==> config.mk <==
export PLATFORM = sky130hd
export DESIGN_NAME = bm_if_case_pipe
export DESIGN_NICKNAME = d
export VERILOG_FILES = /design/src/rtl/bm_if_case_pipe.sv
export SDC_FILE = /design/constraint.sdc
export NUM_CORES = 1
export LEC_CHECK = 0
export ABC_AREA = 1
export BUFFER_PORTS_ARGS = -buffer_cell sky130_fd_sc_hd__buf_2
export CORE_MARGIN = 5
export CORE_UTILIZATION = 44
export CTS_BUF_LIST = sky130_fd_sc_hd__clkbuf_4 sky130_fd_sc_hd__clkbuf_8
export CTS_CLUSTER_SIZE = 40
export DETAILED_ROUTE_END_ITERATION = 16
export PLACE_DENSITY = 0.68
export SETUP_SLACK_MARGIN = 0.05
export SYNTH_ARGS = -nofsm -noshare
export SYNTH_HDL_FRONTEND = slang
export SYNTH_SLANG_ARGS = --single-unit
==> constraint.sdc <==
create_clock -name clock -period 1.63 [get_ports clock]
set_clock_uncertainty 0.15 [all_clocks]
set_input_delay 0.0815 -clock clock [delete_from_list [all_inputs] [get_ports clock]]
set_output_delay 0.0815 -clock clock [all_outputs]
set_load 0.005 [all_outputs]
==> src/rtl/bm_if_case_pipe.sv <==
// Two-stage valid-qualified AND pipeline with case-decoded hold registers
// and a saturating counter of gated (c_in=0) transactions.
module bm_if_case_pipe #(
    parameter int BITS     = 2,
    parameter int CNT_BITS = 4
) (
    input  logic                clock,
    input  logic                reset,
    input  logic                en,
    input  logic                valid_in,
    input  logic [BITS-1:0]     a_in,
    input  logic [BITS-1:0]     b_in,
    input  logic                c_in,
    input  logic                d_in,
    output logic [BITS-1:0]     out0,
    output logic                out1,
    output logic [BITS-1:0]     out2,
    output logic                valid_out,
    output logic [CNT_BITS-1:0] gate_cnt
);

    logic [BITS-1:0] and_p1;
    logic            bit_p1;
    logic            vld_p1;
    logic [BITS-1:0] hold_a;
    logic [BITS-1:0] hold_b;

    function automatic logic [CNT_BITS-1:0] sat_inc(input logic [CNT_BITS-1:0] v);
        return (&v) ? v : v + CNT_BITS'(1);
    endfunction

    // Stage 1: gated operands, valid, and the selector-decoded hold registers
    always_ff @(posedge clock) begin
        if (reset) begin
            and_p1 <= '0;
            bit_p1 <= 1'b0;
            vld_p1 <= 1'b0;
            hold_a <= '0;
            hold_b <= '0;
        end else if (en) begin
            vld_p1 <= valid_in;
            if (valid_in && c_in) begin
                and_p1 <= a_in & b_in;
                bit_p1 <= d_in;
            end else begin
                and_p1 <= '0;
                bit_p1 <= 1'b0;
            end
            // Each branch writes only one hold register; the other keeps its value.
            if (valid_in) begin
                case (a_in == '0)
                    1'b1:    hold_b <= '1;
                    default: hold_a <= ~a_in;
                endcase
            end
        end
    end

    // Stage 2: registered outputs
    always_ff @(posedge clock) begin
        if (reset) begin
            out0      <= '0;
            out1      <= 1'b0;
            out2      <= '0;
            valid_out <= 1'b0;
        end else if (en) begin
            out0      <= and_p1;
            out1      <= bit_p1;
            out2      <= hold_a & hold_b;
            valid_out <= vld_p1;
        end
    end

    always_ff @(posedge clock) begin
        if (reset) begin
            gate_cnt <= '0;
        end else if (en && valid_in && !c_in) begin
            gate_cnt <= sat_inc(gate_cnt);
        end
    end

endmodule

==> summary by stage <==
Outcome
The run finished with clean final reports.

Power and ir drop
The portion of total power attributed to the clock network is 0.302. The share of total power dissipated in sequential elements is 0.567. Of the total power, the share spent switching nets is 0.240. VDD sags by at most 0.485 mV. The switching component of the power is 0.187 mW. In this run the static leakage power is 0.443 nW. Total power for the finished layout comes to 0.779 mW. The combinational group share of total power is 0.132. The ratio of total power to cell area is 794 mW/mm². Cell internal power was estimated by the tool at 0.592 mW.

Placement
The placed wire-length estimate after detailed placement is 1130 µm. The number of port buffers is 19. Summing all placed instances gives a cell area of 833 µm². At the placement stage, the worst setup path has a slack of 0.363 ns. The placed instance count is 120.

The congestion estimate from routability-driven global placement came to 0.799.

Synth
The synthesized design contains 17 register bits. Counting flops with a built-in enable in the synthesized netlist gives 0. The synthesized instance count is 87. The top flip-flop cell by instance count after synthesis is sky130_fd_sc_hd__dfxtp_1. The proportion of synthesized chip area in sequential cells is 0.463. Averaged over all synthesized cells, the footprint is 8.44 µm². For this run, the number of Yosys warnings is 0.

The synthesized cell area is 734 µm². The netlist uses 23 different library cells. Of all cell types, the one taking the most synthesized area is sky130_fd_sc_hd__dfxtp_1. The share of Yosys cell area claimed by the top area cell type is 0.463. The number of nets handed over by synthesis was 98. By area the synthesized netlist is led by sky130_fd_sc_hd__dfxtp_1, sky130_fd_sc_hd__nor2_1, sky130_fd_sc_hd__nand2_1. The share of flip-flops with an asynchronous set or reset after synthesis is 0.

Setup path
The path type of the worst setup path is input port to flop. At the worst endpoint, the required time is 1.71 ns. STA classifies the critical path startpoint as an input port.

Of all nets on the critical path, the largest fanout is 2. STA classifies the critical path endpoint as a flop. STA puts the critical path data arrival time at 1.67 ns.

Routing
Summed over all layers, the routed wires come to 1550 µm. The number of optimization iterations in the first detailed-route pass is 6. In the routed layout, each cell is associated on average with a via count of 5.07. After detailed routing, the average wire length per cell comes to 11.4 µm.

The number of nets with antenna violations after detailed routing is 0. After detailed routing, the number of remaining DRC violations is 0. The final route contains 690 vias. After the first detailed-routing iteration, the DRC count stood at 5.

Clock network
Buffers inserted during clock tree synthesis total 3. The CTS H-tree depth is 1. The clock tree root buffer cell is sky130_fd_sc_hd__clkbuf_4. The post-cts gate resize count is 0. TritonCTS built the clock tree. The clock latency reported for the late side of the worst-skew pair is 0.28 ns. No sink is reached through more buffers than the 2 on the longest clock path. The post-CTS clock slew at the launch and capture registers of the worst setup and hold paths is 0.09 ns. For this design, the sink count on the clock tree is 17.

Job
The count of max-cap constraint violations is 0.

Layout
Once layout is done, the placed cells without fillers occupy 981 µm². Of the cells placed in the final design, the portion with a size suffix greater than 1 is 0.333. The total area of sequential cells is 340 µm².

In the final design database the tool counted 132 nets. The most common cell after layout, fill and taps aside is sky130_fd_sc_hd__buf_2. The area growth from synthesis to final layout is 33.6%.

The post-layout instance count excluding filler cells is 136. The layout filler cell count is 135. The area occupied by multi-input gates is 345 µm². The number of antenna diodes in the final layout is 0.

The library cells used most frequently in the layout, excluding fill and tap cells, are sky130_fd_sc_hd__buf_2, sky130_fd_sc_hd__dfxtp_1, sky130_fd_sc_hd__nor2_1.

Die
The die covers 0.00259 mm². The placeable core region is 0.00154 mm². The cell row count is 14. For this configuration, the core starts out at a cell density of 0.476. The die outline height is 50.9 µm. The width of the die is 50.9 µm. 20 I/O pins were placed.

Worst hold path
In this run the worst hold path is classified as input port to flop.

Timing
For the finished layout, the period the worst path requires is 1.58 ns. In this run the tightest slew margin relative to its limit is 0.840. The final critical-path setup slack is 0.0452 ns. The total negative setup slack is 0 ns. The transition time at the pin with the least slew margin is 0.239 ns.

The number of max-slew violations in the final report was 0. The maximum clock frequency is 631 MHz. Setup repair after global routing could not meet its margin everywhere. The final hold violation count came to 0. The share of the cycle needed by the critical path after routing is 0.972. The final count of negative-setup-slack endpoints is 0.

Global routing
The first global-routing pass estimated 2870 µm of wire. For this run, the total global-route usage over all layers was measured as 0.140. Entering global routing, the biggest net connects 11 pins. The number of global-route vias before repair is 702.

The overall overflow remaining after global route is 0. The number of antenna violations at the first check in global routing is 0.
## synth_stat cells (2+ instances only)
cell                      count
sky130_fd_sc_hd__a21oi_1      7
sky130_fd_sc_hd__a21oi_2      2
sky130_fd_sc_hd__dfxtp_1     17
sky130_fd_sc_hd__inv_1        3
sky130_fd_sc_hd__inv_2        4
sky130_fd_sc_hd__nand2_1     12
sky130_fd_sc_hd__nand3_1      3
sky130_fd_sc_hd__nand3_2      2
sky130_fd_sc_hd__nand4_1      2
sky130_fd_sc_hd__nor2_1      16
sky130_fd_sc_hd__nor2_4       2
sky130_fd_sc_hd__o21ai_0      6
## power groups by stage
stage | Clock (mW) | Combinational [mW] | Sequential [mW]
floorplan | 0 | 0.0534 | 0.451
detailed placement | 0 | 0.0857 | 0.451
finish | 0.235 | 0.103 | 0.441
global route | 0.277 | 0.116 | 0.444
global placement | 0 | 0.0846 | 0.450
CTS | 0.248 | 0.102 | 0.441
## layer usage
| layer | up-vias | GRT usage | wire, µm |
|---|---|---|---|
| met2 | 24 | 0.233 | 742 |
| li1 | 351 | - | - |
| met4 | 0 | 0.0596 | 31 |
| met1 | 311 | 0.171 | 676 |
| met5 | - | 0 | 0 |
| met3 | 4 | 0.0349 | 97 |
## final timing paths
check,startpoint,to,slack [ns],depth (start not counted)
worst max-delay path,a_in[0],hold_a[0]$_SDFFE_PP0P_,0.05,7
worst min-delay path,valid_in,gate_cnt[2]$_SDFFE_PP0P_,0.05,5
worst max register to register,hold_a[0]$_SDFFE_PP0P_,hold_a[0]$_SDFFE_PP0P_,0.28,3
worst min register to register,and_p1[1]$_SDFFE_PP0P_,and_p1[1]$_SDFFE_PP0P_,0.32,2
## sequential cells by signal, summed over array words and instances (netlist names)
signal,flops
gate_cnt,4
and_p1,2
hold_a,2
out0,2
out2,2
bit_p1,1
hold_b,1
out1,1
valid_out,1
vld_p1,1
## worst max-delay path: stages
cell	delay, ns
sky130_fd_sc_hd__dlygate4sd3_1	0.53
sky130_fd_sc_hd__buf_2	0.12
sky130_fd_sc_hd__inv_1	0.08
sky130_fd_sc_hd__nor2_4	0.04
sky130_fd_sc_hd__buf_4	0.13
sky130_fd_sc_hd__a211oi_2	0.12
sky130_fd_sc_hd__dlygate4sd3_1	0.56
## final cells by class
cell class | count | share of cell area
well taps | 16 | 0.0204
multi-input cells | 60 | 0.352
clock buffers | 4 | 0.0306
inverters | 8 | 0.0332
repair buffers | 31 | 0.217
flip-flops and latches | 17 | 0.347
## logic make-up after synthesis
logic type                 share of synthesized area
adders and majority gates                     0.0170
DFF                                            0.463
xor gates and xnor gates                      0.0119
buffers and inverters                         0.0664
and+or+nand+nor                                0.286
AOI/OAI and AO/OA                              0.155
## through the flow
stage	util	hold slack, ns
global route	0.636	0.0554
floorplan	-	0.0903
global placement	0.541	0.214
detailed placement	0.541	0.214
CTS	0.631	0.0463
finish	0.636	0.0529
## timing repair
item,in CTS,in global routing
hold buffers,11,0
endpoints found under the setup margin,0,1
buffers inserted,0,1
hold endpoints to repair,9,0
No activity file was read; power rests on OpenSTA's default activity.
